$ cat config.mk
export PLATFORM = sky130hd
export DESIGN_NAME = shift_link_tx
export DESIGN_NICKNAME = d
export VERILOG_FILES = /design/src/rtl/shift_link_tx.sv
export SDC_FILE = /design/constraint.sdc
export NUM_CORES = 1
export LEC_CHECK = 0
export ABC_AREA = 1
export BUFFER_PORTS_ARGS = -buffer_cell sky130_fd_sc_hd__buf_2
export CAP_MARGIN = 20
export CORE_ASPECT_RATIO = 1.5
export CORE_UTILIZATION = 50
export CTS_CLUSTER_SIZE = 30
export DETAILED_ROUTE_END_ITERATION = 8
export MAX_ROUTING_LAYER = met4
export PLACE_DENSITY = 0.75
export SLEW_MARGIN = 15
export SYNTH_ARGS = -nofsm -noshare
export SYNTH_HDL_FRONTEND = slang
export SYNTH_SLANG_ARGS = --single-unit
$ cat constraint.sdc
create_clock -name clock -period 1.15 [get_ports clock]
set_input_delay 0.115 -clock clock [delete_from_list [all_inputs] [get_ports clock]]
set_output_delay 0.115 -clock clock [all_outputs]
set_load 0.1 [all_outputs]
$ cat src/rtl/shift_link_tx.sv
// shift_link_tx: serializes a parallel word onto a 74595 chain (SER/SRCLK),
// then pulses RCLK so the chain outputs update atomically.
module shift_link_tx #(
    parameter int unsigned WIDTH     = 16,
    parameter int unsigned DIV       = 2,
    parameter bit          MSB_FIRST = 1'b1
) (
    input  logic             clock,
    input  logic             reset_n,
    input  logic [WIDTH-1:0] data,
    input  logic             valid,
    output logic             ready,
    output logic             ser,
    output logic             srclk,
    output logic             rclk,
    output logic             busy,
    output logic             done
);

    localparam int unsigned CNT_W = $clog2(WIDTH + 1);
    localparam int unsigned DIV_W = (DIV > 1) ? $clog2(DIV) : 1;

    // Reject illegal parameterisations at elaboration time.
    if (DIV < 1) begin : g_bad_div
        $error("shift_link_tx: DIV must be at least 1");
    end
    if (WIDTH < 1 || WIDTH > 64) begin : g_bad_width
        $error("shift_link_tx: WIDTH must be in 1..64");
    end

    typedef enum logic [1:0] {
        IDLE     = 2'd0,
        SHIFT_LO = 2'd1,
        SHIFT_HI = 2'd2,
        LATCH    = 2'd3
    } state_t;

    state_t           state;
    logic [WIDTH-1:0] sr;
    logic [CNT_W-1:0] bit_cnt;
    logic [DIV_W-1:0] div_cnt;

    logic [WIDTH-1:0] sr_adv;
    logic             head_adv;
    logic             head_load;
    logic             div_last;

    // Shift register advanced by one bit, its new head, and phase-end detect.
    always_comb begin
        sr_adv    = MSB_FIRST ? (sr << 1) : (sr >> 1);
        head_adv  = MSB_FIRST ? sr_adv[WIDTH-1] : sr_adv[0];
        head_load = MSB_FIRST ? data[WIDTH-1] : data[0];
        div_last  = (div_cnt == DIV_W'(DIV - 1));
    end

    // Transmit FSM with registered pin outputs; each phase lasts DIV cycles.
    always_ff @(posedge clock or negedge reset_n) begin
        if (!reset_n) begin
            state   <= IDLE;
            sr      <= '0;
            bit_cnt <= '0;
            div_cnt <= '0;
            ser     <= 1'b0;
            srclk   <= 1'b0;
            rclk    <= 1'b0;
            done    <= 1'b0;
            ready   <= 1'b1;
            busy    <= 1'b0;
        end else begin
            done <= 1'b0;
            case (state)
                IDLE: begin
                    if (valid) begin
                        sr      <= data;
                        bit_cnt <= CNT_W'(WIDTH);
                        div_cnt <= '0;
                        ser     <= head_load;
                        ready   <= 1'b0;
                        busy    <= 1'b1;
                        state   <= SHIFT_LO;
                    end
                end
                SHIFT_LO: begin
                    if (div_last) begin
                        div_cnt <= '0;
                        srclk   <= 1'b1;
                        state   <= SHIFT_HI;
                    end else begin
                        div_cnt <= div_cnt + DIV_W'(1);
                    end
                end
                SHIFT_HI: begin
                    if (div_last) begin
                        div_cnt <= '0;
                        srclk   <= 1'b0;
                        sr      <= sr_adv;
                        bit_cnt <= bit_cnt - CNT_W'(1);
                        if (bit_cnt == CNT_W'(1)) begin
                            rclk  <= 1'b1;
                            ser   <= 1'b0;
                            state <= LATCH;
                        end else begin
                            ser   <= head_adv;
                            state <= SHIFT_LO;
                        end
                    end else begin
                        div_cnt <= div_cnt + DIV_W'(1);
                    end
                end
                LATCH: begin
                    if (div_last) begin
                        div_cnt <= '0;
                        rclk    <= 1'b0;
                        done    <= 1'b1;
                        ready   <= 1'b1;
                        busy    <= 1'b0;
                        state   <= IDLE;
                    end else begin
                        div_cnt <= div_cnt + DIV_W'(1);
                    end
                end
                default: state <= IDLE;
            endcase
        end
    end

endmodule
### Word-level counts from Yosys, hierarchy flattened

Cells that the tools add are included.
W data, S select, Z words.

* flip-flop bits (word level): 29
* word-level logic and storage cells: 62

* $add $sub $neg: 2
* equality and inequality tests: 9
* muxes and demuxes: 30
* reduce and logical (&&, ||, !) cells: 11

Operators by type and width (count)
* $mux W15: 2
* $pmux W15 S2: 1
* $mux W1: 12
* $pmux W1 S2: 6
* $mux W2: 5
* $mux W5: 2
* $ne A2 B2 Y1 const B: 5
* $pmux W5 S2: 1
* $reduce_and A3 Y1: 3
* $pmux W2 S4: 1
* $reduce_and A4 Y1: 2
* $reduce_bool A2 Y1: 4
* $eq A5 B1 Y1 const B: 1
* $sub A5 B1 Y5 const B: 1
* $eq A2 B2 Y1 const B: 2
* $reduce_or A3 Y1: 1
* $eq A2 B1 Y1 const B: 1
* $logic_not A2 Y1: 1
* $add A1 B1 Y1 const B: 1

### Logic depth before layout (Yosys ltp)

Gate-level depths: netlist (run 1).

* depth in word-level cells: 4
* mapped depth: 9
* mapped depth without buffers: 9

### Least setup slack after synthesis (run 1)

No wires, ideal clock.

* kind: flip-flop to flip-flop
* from: reg busy (netlist name)
* to: reg busy
* arrival time: 1.102 ns
* required time: 1.077 ns
* slack: -0.025 ns
* cell stages (with the launch flop): 3
* path buffers: 0
* clock period less this slack: 1.175 ns
* path through: dfrtp_1 nor2_1 nor2_1

RTL lines
* to (signal assigned): RTL line 68 `busy <= 1'b0;`
* to (signal assigned): RTL line 79 `busy <= 1'b1;`
* to (signal assigned): RTL line 116 `busy <= 1'b0;`
* to (decl): RTL line 16 `output logic busy,`

### Worst setup path in the final report (run 1)

* from: reg state[0]
* to: reg sr[10]

* longest elaborated chain between the ends: 3
* elaborated cells between the ends (all ways): 7
* classes of those cells: eq/ne (3); mux (1); reduce/logical (3)

Ends and longest elaborated chain
* from (decl): RTL line 38 `state_t state;`
* from (signal assigned): RTL line 59 `state <= IDLE;`
* from (signal assigned): RTL line 80 `state <= SHIFT_LO;`
* from (signal assigned): RTL line 87 `state <= SHIFT_HI;`
* $eq A2 B2 Y1 or $logic_not A2 Y1 (tied branches): RTL line 71 `case (state)`
* $ne A2 B2 Y1 (no source line) or $reduce_bool A2 Y1 (tied branches)
* $reduce_and A3 Y1 (no source line)
* to (signal assigned): RTL line 74 `sr <= data;`
* to (signal assigned): RTL line 96 `sr <= sr_adv;`
* to (decl): RTL line 39 `logic [WIDTH-1:0] sr;`

Several ways; a longest one is shown, not always the timed one.
A chain may end at the register's enable or synchronous reset.

==> out/metrics.csv, run 1 <==
metric;value;unit
clkTransAtPathRegs;0.06;ns
fp.dieH;70.5;µm
power.leakage;1.11;nW
place.detailed.instances;256;
antennaDiodeCount;0;
holdCritPathClass;in2reg;
violations;negative setup slack;
floorplan.initialDensity;53.2;%
max_slew_margin;74.7;%
cell_count_after_synthesis;182;
grt_util_all_layers;21.7;%
cts_max_level;2;
instances_no_fill;272;
clock_path_buffers;2;
grt_start_max_net_pins;30;
setup_tns;-0.514;ns
synthesis.area_per_instance;8.60;µm²
grt_first_pass_wirelength;5.06;mm
peakVddDrop;2880;µV
yosysWarningCount;0;
yosysTopAreaCellShare;44.8;%
finalWorstSetupSlack;-0.0718;ns
post-synth-top-area-cell;dfrtp_1;
numCtsBuffers;5;
rsz0062_at_grt;true;
via_per_inst;4.89;
worst-slew-pin-transition;0.379;ns
syn_to_final_growth;42.2;%
dr_total_vias;1329;
nNetsFinal;253;
post-route-util;75.6;%
ys_seq_elements;29;
gp_congestion;0.887;
crit_fanout;10;
core_area;2940;µm²
synth_ff_type;dfrtp_1;
dieArea;3360;µm²
clk-insertion-delay-late;0.28;ns
synth.cell_area;1570;µm²
first_global_vias;1251;
regArea;734;µm²
cts_tree;yes;
netlist_top_cells_area;dfrtp_1, nand2_1, o21ai_2;
place_worst_setup_slack;-0.0449;ns
synth.yosys.seq_area_share;46.4;%
setup_viol_count_final;18;
synthMostInstantiatedCell;nand2_1;
synthTopCellsByCount;nand2_1, dfrtp_1, inv_1, o21ai_2, o21ai_1;
drt-wirelength-per-cell;13.1;µm
synth_enable_flop_cells;0;
place.port_buffers;24;
initialDrtViolationCount;44;
yosys.cell_types.count;22;
final.fill_count;217;
required;1.32;ns
antenna_found_initial;0;
max-cap-violations;0;
drtAntennaViolNets;0;
cp-start-kind;flip-flop;
drt_pre_antenna_iters;4;
post_route_cells_drive_above_1_share;49.4;%
die_w;47.7;µm
multi_input_comb_area;738;µm²
fin_total_pwr;6.91;mW
clock_sink_count;29;
ioPinCount;25;
clock_tree_root;clkbuf_8;
post-route-period-util;106;%
outcome;finished, violations left;
worstPathArrival;1.39;ns
remaining_drc_errors;0;
postSynth.asyncResetShare;100;%
skew;0.00241;ns
syn_nets;203;
overflow;0;
worst_setup_path_end_kind;flip-flop;
slew_violations;0;
post_layout_minimum_cycle_time;1.22;ns
max_clock_freq;818;MHz
start_to_end_type_of_the_worst_setup_path;reg2reg;
placement_rows;24;
wire_length_after_detailed_routing;3.57;mm
report.final.hold_viol_count;0;
power_density;3110;nW/µm²
dp_hpwl;2.24;mm
==> power breakdown <==
| part | internal [mW] | total (mW) | leakage [nW] | switching [mW] |
|---|---|---|---|---|
| clock network | 0.540 | 0.931 | 0.0542 | 0.391 |
| logic | 1.79 | 4.11 | 0.703 | 2.32 |
| registers | 1.51 | 1.87 | 0.353 | 0.359 |
| total | 3.84 | 6.91 | 1.11 | 3.07 |
==> logic make-up after synthesis <==
family | count (synthesis) | synth area share (%)
AOI/OAI and AO/OA | 37 | 16.4
adders and majority gates | 2 | 1.60
buffers and inverters | 33 | 12.2
DFF | 29 | 46.4
and+or+nand+nor | 81 | 23.4
==> path summary, 6_finish.rpt <==
| path | slack [ns] | from | cells after the start | endpoint |
|---|---|---|---|---|
| max reg2reg | -0.07 | state[0] | 6 | sr[10] |
| max in group asynchronous | 0.47 | reset_n | 3 | ready |
| min in group asynchronous | 0.37 | reset_n | 3 | sr[7] |
| min | 0.05 | data[0] | 3 | sr[0] |
| max | -0.07 | state[0] | 6 | sr[10] |
| min reg2reg | 0.49 | ready | 2 | ready |
==> flip-flops by register name (all words and copies together) (netlist names) <==
signal,cells
bit_cnt,5
busy,1
div_cnt,1
done,1
rclk,1
ready,1
ser,1
sr,15
srclk,1
state,2
==> timing repair <==
| action | CTS | global route |
|---|---|---|
| pin swaps | 2 | 5 |
| setup buffers | 2 | 2 |
| hold buffers | 1 | 0 |
| cloned | 0 | 3 |
| setup endpoints to repair | 22 | 25 |
| resized for setup | 10 | 24 |
| endpoints found under the hold margin | 28 | 0 |
==> routing by layer <==
layer	part of all wire [%]	wire, µm	vias up	global-route usage [%]
met5	0	0	-	-
met2	55	1950	36	36.0
li1	-	-	664	-
met3	3.4	121	13	5.68
met4	3.2	116	0	10.8
met1	39	1380	616	22.1
==> layout make-up <==
type	instances	area share (%)
clock inverter	1	0.225
tap	39	2.19
sequential	29	33.0
multi-input combinational	120	33.2
timing repair buffer	49	22.3
inverter	27	4.78
clock buffer	7	4.33
==> placed cells by master (no fill, tap or decap) <==
cell           instances
o21ai_1               11
nor2_4                 1
nand2_1               42
ha_4                   1
buf_2                 18
ha_1                   1
nand2_8                2
nor2_1                11
nand3_4                1
dfrtp_2                6
clkinv_2               1
clkbuf_8               7
nand2_4                4
dfrtp_1               22
dlygate4sd3_1          1
or2_2                  1
buf_4                 15
a21oi_1                1
nand3_1                4
nor2_2                 2
buf_6                  3
o22ai_2                1
o21ai_0                4
inv_1                 21
nand2_2               13
clkinv_4               1
inv_2                  5
clkbuf_16              2
buf_12                10
o21ai_2               20
dfstp_2                1
==> metrics by stage <==
stage                     hold WS [ns]  area (µm²)
after floorplan                 -0.181        1570
after global placement           0.145        1920
after detailed placement         0.144        1920
after CTS                       0.0485        2070
after global routing            0.0491        2230
final                           0.0478        2230
==> critical path, stage by stage (launching register included) <==
cell and delay [ns]:
dfrtp_2 0.43, clkinv_4 0.11, nand3_4 0.16, nand2_8 0.10
buf_12 0.16, nand2_1 0.09, o21ai_2 0.06
No activity file was read; power rests on OpenSTA's default activity.
==> run 2: changes to the inputs <==
==> constraint.sdc (replaced) <==
create_clock -name clock -period 1.15 [get_ports clock]
set_input_delay 0.23 -clock clock [delete_from_list [all_inputs] [get_ports clock]]
set_output_delay 0.23 -clock clock [all_outputs]
set_load 0.1 [all_outputs]
==> out/metrics.csv, run 2 (synthesized netlist as in run 1, its figures left out) <==
metric;value;unit;change
outcome;finished, violations left;;
violations;negative setup slack;;
worst_setup_path_end_kind;flip-flop;;
power_density;3180;nW/µm²;+2.3%
cp-start-kind;flip-flop;;
layout_commonest_cell;nand2_1;;
grt_first_pass_wirelength;5.98;mm;+18%
ioPinCount;25;;unchanged
overflow;0;;unchanged
detailed_place.area;1920;µm²;unchanged
drt_pre_antenna_iters;4;;unchanged
first_global_vias;1434;;+15%
antenna_found_initial;0;;unchanged
drt-wirelength-per-cell;14.4;µm;+9.9%
skew;0.00611;ns;+0.00370 ns
holdCritPathClass;in2reg;;
wire_length_after_detailed_routing;4.02;mm;+13%
regToRegStartpoint;state[0];;
cts_tree;yes;;
layout_top_registers;sr x15, bit_cnt x5, state x2;;
post_layout_minimum_cycle_time;1.30;ns;+0.0799 ns
required;1.33;ns;about the same
crit_fanout;5;;-5
remaining_drc_errors;0;;unchanged
numCtsBuffers;5;;unchanged
worstPathArrival;1.48;ns;+0.09 ns
peakVddDrop;2480;µV;-14%
final.fill_count;177;;-18%
r2r_cells;7;;+1
post-route-period-util;113;%;+7.0 points
max_slew_margin;74.9;%;+0.25 points
antennaDiodeCount;0;;unchanged
dp_hpwl;2.21;mm;-1.3%
setup_tns;-2.60;ns;-2.09 ns
start_to_end_type_of_the_worst_setup_path;reg2reg;;
fp.dieH;70.5;µm;unchanged
grt_start_max_net_pins;30;;unchanged
clock_path_buffers;2;;unchanged
final_cell_area;2340;µm²;+5.3%
hold_path_depth;3;;unchanged
largest_register_ffs;15;;unchanged
floorplan.initialDensity;53.2;%;unchanged
worst-slew-pin-transition;0.376;ns;-0.00369 ns
max-cap-violations;0;;unchanged
syn_to_final_growth;49.8;%;
dieArea;3360;µm²;unchanged
dr_total_vias;1412;;+6.2%
clock_tree_root;clkbuf_8;;
hold_start;data[0];;
nNetsFinal;260;;+2.8%
via_per_inst;5.06;;+3.6%
gp_congestion;0.884;;-0.38%
clock_sink_count;29;;unchanged
setup_viol_count_final;26;;+8
clkTransAtPathRegs;0.07;ns;about the same
die_w;47.7;µm;unchanged
cts_max_level;2;;unchanged
power.leakage;1.20;nW;+7.7%
layout_common_cells;nand2_1, o21ai_2, dfrtp_1;;
rsz0062_at_grt;true;;
finalWorstSetupSlack;-0.152;ns;-0.0799 ns
post_route_cells_drive_above_1_share;54.6;%;+5.2 points
place.port_buffers;24;;unchanged
core_area;2940;µm²;unchanged
fin_total_pwr;7.45;mW;+7.7%
grt_util_all_layers;26.1;%;+4.4 points
clk-insertion-delay-late;0.28;ns;about the same
drtAntennaViolNets;0;;unchanged
slew_violations;0;;unchanged
placement_rows;24;;unchanged
initialDrtViolationCount;40;;-9.1%
max_clock_freq;768;MHz;-6.1%
setup.worst_path.start;state[0];;
report.final.hold_viol_count;0;;unchanged
registers.top_by_ff_count;sr;;
-- run 2: where the power goes --
part	leakage [nW]	switching (mW)	total, mW	internal [mW]
sequential	0.354	0.341	1.85	1.51
clock	0.0542	0.390	0.930	0.540
combinational	0.788	2.60	4.67	2.07
-- run 2: area by class of cell --
| class | instances | area, µm² | area share (%) |
|---|---|---|---|
| multi-input combinational | 120 | 787 | 33.6 |
| tap | 39 | 48.8 | 2.08 |
| clock inverter | 1 | 5.00 | 0.213 |
| sequential | 29 | 733 | 31.3 |
| clock buffer | 7 | 96.3 | 4.11 |
| inverter | 27 | 104 | 4.43 |
| timing repair buffer | 56 | 571 | 24.3 |
-- run 2: worst paths after layout --
path	to	slack [ns]
max in group asynchronous	ready	0.35
min	sr[0]	0.16
max reg2reg	sr[11]	-0.15
max	sr[11]	-0.15
min in group asynchronous	sr[7]	0.49
min reg2reg	ready	0.50
-- run 2: layer usage --
layer / up-vias / wire length (µm) / GRT usage [%]
li1: 680 / - / -
met1: 684 / 1520 / 23.9
met2: 33 / 2280 / 45.5
met3: 15 / 115 / 5.94
met4: 0 / 106 / 14.5
met5: - / 0 / -
-- run 2: what timing repair did --
action,CTS,global route
hold endpoints to repair,28,0
setup buffers,9,6
hold buffers,1,0
gates cloned,2,1
pin swaps,6,11
gates resized for setup,31,25
setup endpoints to repair,22,26
-- run 2: stage by stage --
step | hold slack, ns | cells | utilization [%] | worst slack (ns)
after floorplan | -0.0656 | 182 | - | 0.0144
after global placement | 0.257 | 256 | 65.2 | -0.00925
after detailed placement | 0.258 | 256 | 65.2 | -0.0603
after CTS | 0.161 | 275 | 76.6 | -0.0951
after global routing | 0.166 | 279 | 79.7 | -0.176
final | 0.159 | 279 | 79.7 | -0.152
-- run 2: critical path, stage by stage, from the launching register on --
cell       delay (ns)
dfrtp_1          0.41
buf_6            0.14
nor2_4           0.14
nand2_4          0.09
nand2_8          0.09
buf_12           0.13
clkbuf_16        0.15
o21ai_2          0.05
==> run 3: changes to the inputs <==
CORE_UTILIZATION = 40   (was 50)
PLACE_DENSITY = not set   (was 0.75)
SETUP_SLACK_MARGIN = 0.05   (was not set)
==> out/metrics.csv, run 3 (synthesized netlist as in run 1, its figures left out) <==
metric;value;unit;change
final_cell_area;2470;µm²;+5.3%
drt_pre_antenna_iters;4;;unchanged
slew_violations;0;;unchanged
regToRegStartpoint;state[0];;
max-cap-violations;0;;unchanged
net-switching-power;3.50;mW;+5.0%
dieArea;4170;µm²;+24%
required;0.92;ns;-0.41 ns
cpPeakStageDelay;0.56;ns;+0.15 ns
syn_to_final_growth;57.8;%;
detailed_place.area;1950;µm²;+1.4%
hold_start;data[0];;
setup_viol_count_final;19;;-27%
seq_power_share;24.6;%;-0.2 points
dr_total_vias;1321;;-6.4%
power_density;3030;nW/µm²;-4.5%
die_w;53.1;µm;+11%
placement_rows;27;;+13%
max_slew_margin;84.9;%;+10 points
instances_no_fill;279;;unchanged
power.share.clock;11.0;%;-1.5 points
worstPathArrival;1.01;ns;-0.47 ns
core_area;3720;µm²;+26%
comb_power_share;64.4;%;+1.7 points
path_cells;buf_12;;
critical_path.reg2reg.endpoint;sr[8];;
hold-path-endpoint;sr[0];;
clock_tree_root;clkbuf_8;;
p_sw_share;46.7;%;+1.9 points
violations;negative setup slack;;
drt-wirelength-per-cell;12.8;µm;-12%
grt_util_all_layers;18.9;%;-7.2 points
max_clock_freq;807;MHz;+5.1%
antenna_found_initial;0;;unchanged
layout_top_registers;sr x15, bit_cnt x5, state x2;;
report.final.hold_viol_count;0;;unchanged
place.port_buffers;24;;unchanged
nNetsFinal;256;;-1.5%
via_per_inst;4.73;;-6.4%
post-route-period-util;108;%;-5.5 points
drtAntennaViolNets;0;;unchanged
critPathTopFamily;flip-flops;;
clock_path_buffers;2;;unchanged
layout_commonest_cell;nand2_1;;
floorplan.initialDensity;42.1;%;-11 points
hold_path_depth;3;;unchanged
skew;0.00976;ns;+0.00365 ns
gp_congestion;0.790;;-11%
finalWorstSetupSlack;-0.0885;ns;+0.0632 ns
fp.dieH;78.6;µm;+11%
rsz0062_at_grt;true;;
post_route_cells_drive_above_1_share;65.3;%;+11 points
worst_setup_path_end_kind;primary output;;
peakVddDrop;2030;µV;-18%
crit_fanout;2;;-3
post_layout_minimum_cycle_time;1.24;ns;-0.0632 ns
dp_hpwl;2.27;mm;+2.9%
overflow;0;;unchanged
reg2reg_slack;-0.05;ns;+0.10 ns
clkTransAtPathRegs;0.07;ns;about the same
grt_first_pass_wirelength;5.49;mm;-8.1%
clock_sink_count;29;;unchanged
antennaDiodeCount;0;;unchanged
r2r_cells;7;;unchanged
place.detailed.instances;259;;+1.2%
ioPinCount;25;;unchanged
cp_max_stage_cell;dfstp_2;;
start_to_end_type_of_the_worst_setup_path;reg2out;;
outcome;finished, violations left;;
critical_path_buf_inv_count;1;;-2
worst-slew-pin-transition;0.226;ns;-0.149 ns
initialDrtViolationCount;18;;-55%
cts_max_level;2;;unchanged
numCtsBuffers;5;;unchanged
power.leakage;1.21;nW;+1.1%
layout_common_cells;nand2_1, o21ai_2, dfrtp_1;;
remaining_drc_errors;0;;unchanged
holdCritPathClass;in2reg;;
largest_register_ffs;15;;unchanged
grt_start_max_net_pins;30;;unchanged
clk-insertion-delay-late;0.29;ns;about the same
cts_tree;yes;;
cp-start-kind;flip-flop;;
intPower;4.00;mW;-2.9%
registers.top_by_ff_count;sr;;
wire_length_after_detailed_routing;3.56;mm;-12%
first_global_vias;1315;;-8.3%
[run 3: cell count changes in the layout (fill, tap and decap cells not counted), moves of 3 or more]
cell and delta:
o21ai_1 -5, nand2_2 +4, o21ai_4 +3, nand2_1 -8, buf_4 -6, inv_1 -3
o21ai_2 +3, nor2_4 +6, nor2_1 -5, nand2_4 +3
[run 3: stage by stage]
step	power (mW)	setup TNS, ns	worst slack, ns	hold slack (ns)	utilization (%)
finish	7.50	-0.599	-0.0885	0.146	66.5
global route	7.96	-1.58	-0.116	0.153	66.5
CTS	6.78	-0.887	-0.103	0.144	59.4
detailed placement	5.43	-0.0300	-0.00714	0.194	52.4
global placement	5.36	0	0.00580	0.195	52.4
floorplan	4.33	0	0.0719	-0.0656	-
[run 3: layer usage]
layer  GRT usage (%)  routed length [µm]  part of all wire (%)  vias to the layer above
met2            33.4                1990                    56                       23
met3            5.23                 124                   3.5                        5
met4            7.89                  65                   1.8                        0
met5               -                   0                     0                        -
met1            18.7                1380                    39                      623
li1                -                   -                     -                      670
[run 3: cell type report]
cell class / instances / area, µm²
Clock buffer: 5 / 68.8
Clock inverter: 3 / 17.5
Fill cell: 312 / 1250
Inverter: 27 / 114
Multi-Input combinational cell: 120 / 940
Sequential cell: 29 / 736
Tap cell: 43 / 53.8
Timing Repair Buffer: 52 / 541
[run 3: worst max-delay path by stage]
stage              from  endpoint  cells after the start
6_report          ready     ready                      1
5_1_grt           ready     ready                      1
4_1_cts           ready     ready                      1
3_5_place_dp   state[1]     sr[2]                      6
3_3_place_gp   state[1]    sr[10]                      6
2_1_floorplan  state[0]    sr[14]                      7
[run 3: power by group through the flow]
stage | logic [mW] | registers (mW) | clock network [mW]
after CTS | 4.13 | 1.81 | 0.843
after floorplan | 1.96 | 2.37 | 0
final | 4.83 | 1.84 | 0.827
after global placement | 3.56 | 1.80 | 0
after global routing | 5.18 | 1.88 | 0.900
after detailed placement | 3.62 | 1.82 | 0
[run 3: timing repair]
action | 4_1_cts | 5_1_grt
pin swaps | 15 | 16
setup endpoints to repair | 30 | 32
gates cloned | 0 | 1
endpoints found under the hold margin | 28 | 0
gates resized for setup | 43 | 54
hold buffers | 1 | 0
buffers inserted | 3 | 7
